===== src/rtl/lenet_roi_pkg.sv =====
// Shared constants and types for the LeNet ROI sampler: default ROI geometry,
// accumulator sizing and the capture FSM state encoding.
package lenet_roi_pkg;

    localparam int OUT_N_DEF    = 28;
    localparam int BLK_LOG2_DEF = 4;
    localparam int ROI_X0_DEF   = 96;
    localparam int ROI_Y0_DEF   = 16;

    localparam int ROI_SIDE = OUT_N_DEF << BLK_LOG2_DEF;
    localparam int ACC_W    = 8 + 2 * BLK_LOG2_DEF;
    localparam int OUT_PIX  = OUT_N_DEF * OUT_N_DEF;
    localparam int ADDR_W   = 10;

    typedef enum logic [1:0] {
        IDLE = 2'd0,
        ARM  = 2'd1,
        CAP  = 2'd2,
        DONE = 2'd3
    } roi_state_e;

endpackage


===== src/rtl/lenet_roi_drain.sv =====
// Drain engine: owns the bank select, emits one completed block row as
// OUT_N valid/ready beats. LENET_ROI_INVERT_EN selects inverted (255-avg) output.
module lenet_roi_drain
    import lenet_roi_pkg::*;
#(
    parameter int OUT_N    = OUT_N_DEF,
    parameter int BLK_LOG2 = BLK_LOG2_DEF,
    parameter int AW       = 8 + 2 * BLK_LOG2,
    parameter int COL_W    = $clog2(OUT_N)
) (
    input  logic              p_clk,
    input  logic              arst_p_n,
    input  logic              trig,
    input  logic [COL_W-1:0]  row,
    input  logic [AW-1:0]     rd_acc,
    output logic [COL_W-1:0]  rd_col,
    output logic              fill_bank,
    output logic              busy,
    output logic              last_beat,
    output logic              out_valid,
    input  logic              out_ready,
    output logic [9:0]        out_addr,
    output logic [7:0]        out_data
);

    logic             pend_q;
    logic [COL_W-1:0] col_q;
    logic [COL_W-1:0] row_q;
    logic [7:0]       avg;
    logic [7:0]       pix;
    logic             advance;
    logic             last_col;

    // Handshake: a beat moves when out_valid && out_ready; while stalled the
    // beat registers hold, and out_valid never drops before its transfer.
    assign last_col  = (col_q == COL_W'(OUT_N - 1));
    assign advance   = out_valid && out_ready;
    assign last_beat = advance && last_col;
    assign busy      = pend_q || out_valid;

    // Look one column ahead so the next beat's data is ready at the transfer edge.
    assign rd_col = (pend_q || last_col) ? '0 : col_q + COL_W'(1);
    assign avg    = 8'(rd_acc >> (2 * BLK_LOG2));

`ifdef LENET_ROI_INVERT_EN
    assign pix = 8'd255 - avg;
`else
    assign pix = avg;
`endif

    always_ff @(posedge p_clk or negedge arst_p_n) begin
        if (!arst_p_n) begin
            pend_q    <= 1'b0;
            fill_bank <= 1'b0;
            row_q     <= '0;
            col_q     <= '0;
            out_valid <= 1'b0;
            out_addr  <= '0;
            out_data  <= '0;
        end else begin
            pend_q <= trig;
            if (trig) begin
                fill_bank <= ~fill_bank;
                row_q     <= row;
            end
            if (pend_q) begin
                out_valid <= 1'b1;
                col_q     <= '0;
                out_addr  <= ADDR_W'(row_q) * ADDR_W'(OUT_N);
                out_data  <= pix;
            end else if (advance) begin
                if (last_col) begin
                    out_valid <= 1'b0;
                end else begin
                    col_q    <= col_q + COL_W'(1);
                    out_addr <= out_addr + ADDR_W'(1);
                    out_data <= pix;
                end
            end
        end
    end

endmodule


===== src/rtl/lenet_roi_sampler.sv =====
// Captures one frame on request and box-averages a square ROI into an
// OUT_N x OUT_N image. Output polarity is selected by LENET_ROI_INVERT_EN.
module lenet_roi_sampler
    import lenet_roi_pkg::*;
#(
    parameter int ROI_X0   = ROI_X0_DEF,
    parameter int ROI_Y0   = ROI_Y0_DEF,
    parameter int OUT_N    = OUT_N_DEF,
    parameter int BLK_LOG2 = BLK_LOG2_DEF
) (
    input  logic       p_clk,
    input  logic       arst_p_n,
    input  logic       start,
    output logic       busy,
    input  logic       in_sof,
    input  logic       in_de,
    input  logic [9:0] in_px,
    input  logic [8:0] in_py,
    input  logic [7:0] in_pix,
    output logic       out_valid,
    input  logic       out_ready,
    output logic [9:0] out_addr,
    output logic [7:0] out_data,
    output logic       frame_done,
    output logic       ovf_err
);

    localparam int SIDE  = OUT_N << BLK_LOG2;
    localparam int AW    = 8 + 2 * BLK_LOG2;
    localparam int COL_W = $clog2(OUT_N);

    roi_state_e       state_q;
    roi_state_e       state_d;
    logic [9:0]       rx;
    logic [8:0]       ry;
    logic             in_roi;
    logic             cap_active;
    logic             blk_first;
    logic             row_end;
    logic             last_brow;
    logic [COL_W-1:0] col;
    logic [COL_W-1:0] brow;
    logic [COL_W-1:0] rd_col;
    logic             fill_bank;
    logic             drain_busy;
    logic             drain_last_beat;
    logic             drain_trig;
    logic             last_row_q;
    logic [AW-1:0]    acc [2][OUT_N];
    logic [AW-1:0]    rd_acc;

    assign rx = in_px - 10'(ROI_X0);
    assign ry = in_py - 9'(ROI_Y0);

    assign in_roi = in_de
                 && ({1'b0, in_px} >= 11'(ROI_X0)) && ({1'b0, in_px} < 11'(ROI_X0 + SIDE))
                 && ({1'b0, in_py} >= 10'(ROI_Y0)) && ({1'b0, in_py} < 10'(ROI_Y0 + SIDE));

    // The in_sof pixel itself belongs to the new frame, even while still in ARM.
    assign cap_active = (state_q == CAP) || ((state_q == ARM) && in_sof);

    assign col       = rx[BLK_LOG2 +: COL_W];
    assign brow      = ry[BLK_LOG2 +: COL_W];
    assign blk_first = (rx[BLK_LOG2-1:0] == '0) && (ry[BLK_LOG2-1:0] == '0);
    assign row_end   = cap_active && in_roi && (&ry[BLK_LOG2-1:0]) && (rx == 10'(SIDE - 1));
    assign last_brow = (brow == COL_W'(OUT_N - 1));

    // A row completing while the previous one is still draining is dropped.
    assign drain_trig = row_end && !drain_busy;

    // The first pixel of each block loads its entry, so stale sums never need clearing.
    always_ff @(posedge p_clk) begin
        if (cap_active && in_roi) begin
            if (blk_first) begin
                acc[fill_bank][col] <= AW'(in_pix);
            end else begin
                acc[fill_bank][col] <= acc[fill_bank][col] + AW'(in_pix);
            end
        end
    end

    assign rd_acc = acc[~fill_bank][rd_col];

    always_ff @(posedge p_clk or negedge arst_p_n) begin
        if (!arst_p_n) begin
            state_q    <= IDLE;
            ovf_err    <= 1'b0;
            last_row_q <= 1'b0;
        end else begin
            state_q <= state_d;
            if ((state_q == IDLE) && start) begin
                ovf_err    <= 1'b0;
                last_row_q <= 1'b0;
            end
            if (row_end && drain_busy) begin
                ovf_err <= 1'b1;
            end
            if ((state_q == CAP) && in_sof) begin
                ovf_err    <= 1'b1;
                last_row_q <= 1'b0;
            end else if (row_end && last_brow) begin
                last_row_q <= 1'b1;
            end
        end
    end

    // The frame ends on the transfer of the final beat once the last block
    // row has been seen, whether that row itself was drained or dropped.
    always_comb begin
        state_d    = state_q;
        busy       = 1'b1;
        frame_done = 1'b0;
        case (state_q)
            IDLE: begin
                busy = 1'b0;
                if (start) begin
                    state_d = ARM;
                end
            end
            ARM: begin
                if (in_sof) begin
                    state_d = CAP;
                end
            end
            CAP: begin
                if (!in_sof && drain_last_beat && (last_row_q || (row_end && last_brow))) begin
                    state_d = DONE;
                end
            end
            DONE: begin
                frame_done = 1'b1;
                state_d    = IDLE;
            end
            default: state_d = IDLE;
        endcase
    end

    lenet_roi_drain #(
        .OUT_N    (OUT_N),
        .BLK_LOG2 (BLK_LOG2),
        .AW       (AW),
        .COL_W    (COL_W)
    ) u_drain (
        .p_clk     (p_clk),
        .arst_p_n  (arst_p_n),
        .trig      (drain_trig),
        .row       (brow),
        .rd_acc    (rd_acc),
        .rd_col    (rd_col),
        .fill_bank (fill_bank),
        .busy      (drain_busy),
        .last_beat (drain_last_beat),
        .out_valid (out_valid),
        .out_ready (out_ready),
        .out_addr  (out_addr),
        .out_data  (out_data)
    );

endmodule


===== config.mk =====
export PLATFORM = sky130hd
export DESIGN_NAME = lenet_roi_sampler
export DESIGN_NICKNAME = d
export VERILOG_FILES = /design/src/rtl/lenet_roi_pkg.sv /design/src/rtl/lenet_roi_drain.sv /design/src/rtl/lenet_roi_sampler.sv
export SDC_FILE = /design/constraint.sdc
export NUM_CORES = 1
export LEC_CHECK = 0
export BUFFER_PORTS_ARGS = -buffer_cell sky130_fd_sc_hd__buf_2
export CAP_MARGIN = 15
export CORE_MARGIN = 3
export CORE_UTILIZATION = 30
export CTS_CLUSTER_SIZE = 12
export DETAILED_ROUTE_END_ITERATION = 10
export PLACE_DENSITY = 0.45
export SYNTH_ARGS = -nofsm -noshare
export SYNTH_HDL_FRONTEND = slang
export SYNTH_SLANG_ARGS = --single-unit
export TNS_END_PERCENT = 50

===== constraint.sdc =====
create_clock -name p_clk -period 12.3 [get_ports p_clk]
set_clock_uncertainty 0.15 [all_clocks]
set_input_delay 1.23 -clock p_clk [delete_from_list [all_inputs] [get_ports p_clk]]
set_output_delay 1.23 -clock p_clk [all_outputs]
set_load 0.01 [all_outputs]

==> metrics.csv <==
stage,metric,value,unit
clocking,clockBufferDepth,3,
critical_path,worstPathRequired,12.56,ns
detailed_routing,drt_iter0_drc,3078,
floorplanning,io_pins,55,
yosys,yosys_warnings,0,
detailed_routing,first_pass_iters,6,
critical_path,crit_path_max_fanout,59,
floorplanning,die_w,392.6,um
timing,min_period_over_period,0.5973,
cells_and_area,nets,3003,
critical_path,startpoint_type,flip-flop,
yosys,synth_area,44840,sq um
timing,tns,0,ns
timing,hold_slack,0.3555,ns
cells_and_area,utilization,0.3457,
yosys,synth_nets,2956,
run,drv_cap,0,
global_routing,grt_pass1_vias,28090,
timing,clock.fmax,136.1,MHz
cells_and_area,drive_gt1_frac,0.2807,
timing,tightest_slew,1.220,ns
floorplanning,die_area,154200,sq um
clocking,postCtsSetupRepairBufs,0,
cells_and_area,final-seq-area,27790,sq um
timing,setup_viol,0,
floorplanning,initial_core_util,0.3026,
clocking,cts.repair.resized,0,
min_path,worstHoldPathType,reg2reg,
clocking,postCtsHoldBufs,0,
yosys,synth_seq_cells,931,
clocking,cts-buffers-inserted,108,
clocking,clock_sinks,931,
yosys,synth_edf_count,896,
yosys,ys_seq_area_frac,0.6195,
critical_path,path_class,reg2reg,
place,place_area,47790,sq um
detailed_routing,wl_per_cell,31.48,um
detailed_routing,routed_wl,156.1,mm
clocking,cts-root-buf,clkbuf_16,
global_routing,overflow,0,
yosys,synthCells,2891,
floorplanning,rows,141,
yosys,ys.flop_type,edfxtp_1,
yosys,syn_avg_cell_area,15.51,sq um
power_and_ir_drop,leakage,17.67,nW
detailed_routing,vias_per_cell,5.550,
clocking,clk_pin_slew,0.06,ns
global_routing,antenna_found_initial,8,
detailed_routing,ant_nets,0,
timing,slew-limit-headroom,0.1853,
clocking,htreeDepth,3,
yosys,ys_types,71,
global_routing,grt_pass1_wl,218.4,mm
timing,hold_viol,0,
floorplanning,fp.dieH,392.6,um
global_routing,grt_max_degree,113,
detailed_routing,route.detailed.drc,0,
cells_and_area,fill_cells,14080,
yosys,synthArstFlopShare,0.03759,
cells_and_area,areaGrowthSynthToFinish,14.23,%
clocking,clk_latency,0.73,ns
timing,rsz0062_at_grt,false,
power_and_ir_drop,peakVddDrop,0.1050,mV
critical_path,crit_path_end_kind,flip-flop,
timing,maxSlewViolCount,0,
critical_path,worst_ep_arrival_time,7.61,ns
global_routing,track_usage,0.2019,
floorplanning,core,148200,sq um
cells_and_area,finalInstanceArea,51230,sq um
place,routabilityCongestion,0.8738,
outcome,status,"finished, final reports clean",
timing,min_period,7.347,ns
place,dp_hpwl,100.2,mm
cells_and_area,multi_input_area,16040,sq um
detailed_routing,vias,27520,
clocking,cts_tree,built,
power_and_ir_drop,p_per_area,141.1,nW/um^2
power_and_ir_drop,power,7.229,mW
place,port_buffers,54,
stage by stage:
stage	worst slack [ns]	instances
2_1_floorplan	5.858	2891
3_5_place_dp	4.555	4758
4_1_cts	4.950	4955
3_3_place_gp	4.566	4756
5_1_grt	4.553	4955
6_report	4.953	4958
report_power, final:
group	switching [mW]	total, mW	leakage, nW	internal, mW
Combinational	0.455	0.603	6.44	0.147
Sequential	0.00547	3.47	9.56	3.46
Clock	1.33	3.16	1.67	1.83
sequential cells by signal, indices dropped and copies added (netlist names), 2 cells and up:
signal	cells
u_drain.row_q	5
u_drain.col_q	5
u_drain.out_addr	10
acc	896
u_drain.out_data	8
state_q	2
routing by layer:
metal / global-route usage / routed length, um / up-vias
li1: - / - / 11500
met1: 0.2725 / 64180 / 14550
met2: 0.3202 / 72960 / 1241
met3: 0.05492 / 14580 / 226
met4: 0.05651 / 4344 / 0
met5: 0 / 0 / -
layout by cell type, fill, tap and decap left out, types with 34 or more instances in the layout:
cell / instances
o22ai_1: 55
mux2i_1: 110
mux4_2: 348
buf_2: 52
nor3_2: 60
a21oi_1: 45
buf_4: 132
o21ai_0: 224
nand2_1: 314
nor2_1: 175
dfrtp_1: 34
clkbuf_16: 110
edfxtp_1: 896
nor3_1: 79
cell type report:
cell class,instances,share of cell area
timing repair buffer,194,0.02804
inverter,29,0.002174
tap,1930,0.04714
antenna,3,0.0001466
multi-input combinational,1674,0.3131
sequential,931,0.5424
clock buffer,132,0.05574
clock inverter,65,0.01121
critical path, cell delays in order, from the launching register on:
cell	delay [ns]
dfrtp_4	0.78
buf_12	0.49
buf_12	0.40
mux4_2	0.57
mux2i_1	0.61
o22ai_1	0.22
or4_1	0.45
ha_1	0.40
a21oi_1	0.18
o21a_1	0.21
o21ai_0	0.25
a21oi_1	0.20
nor4_1	0.68
xor2_4	0.97
nor2_1	0.18
cell usage after synthesis, types with 27 or more instances:
cell	number	area, sq um
clkbuf_1	130	488.0
nand2_1	315	1182
mux2i_1	110	1101
buf_2	58	290.3
dfrtp_1	35	875.8
inv_1	27	101.4
mux2_2	30	337.8
o22ai_1	55	344.1
nor2_1	202	758.2
nor3_2	40	400.4
o21ai_0	224	1121
mux4_2	348	7838
nor3_1	99	495.5
a21oi_1	46	230.2
edfxtp_1	896	26910
path summary, 6_finish.rpt:
check,startpoint,to,slack (ns),cells past startpoint
max in group asynchronous,arst_p_n,u_drain.fill_bank,11.16,2
min in group asynchronous,arst_p_n,u_drain.row_q[1],0.43,2
worst max register to register,u_drain.fill_bank,acc[1][331],4.95,14
worst max-delay path,u_drain.fill_bank,acc[1][331],4.95,14
worst min-delay path,ovf_err,ovf_err,0.36,2
worst min register to register,ovf_err,ovf_err,0.36,2
logic make-up (layout without fill, tap and decap cells):
group,count (synthesis),count (layout),synth area share
flops,931,931,0.6195
fa+ha+maj,32,32,0.009933
compound gates,379,379,0.04821
simple gates,747,747,0.07885
mux,488,488,0.2069
xor+xnor,28,28,0.005971
buf+inv,286,420,0.03064
other cells,0,3,0
(Power assumes the default switching activity.)
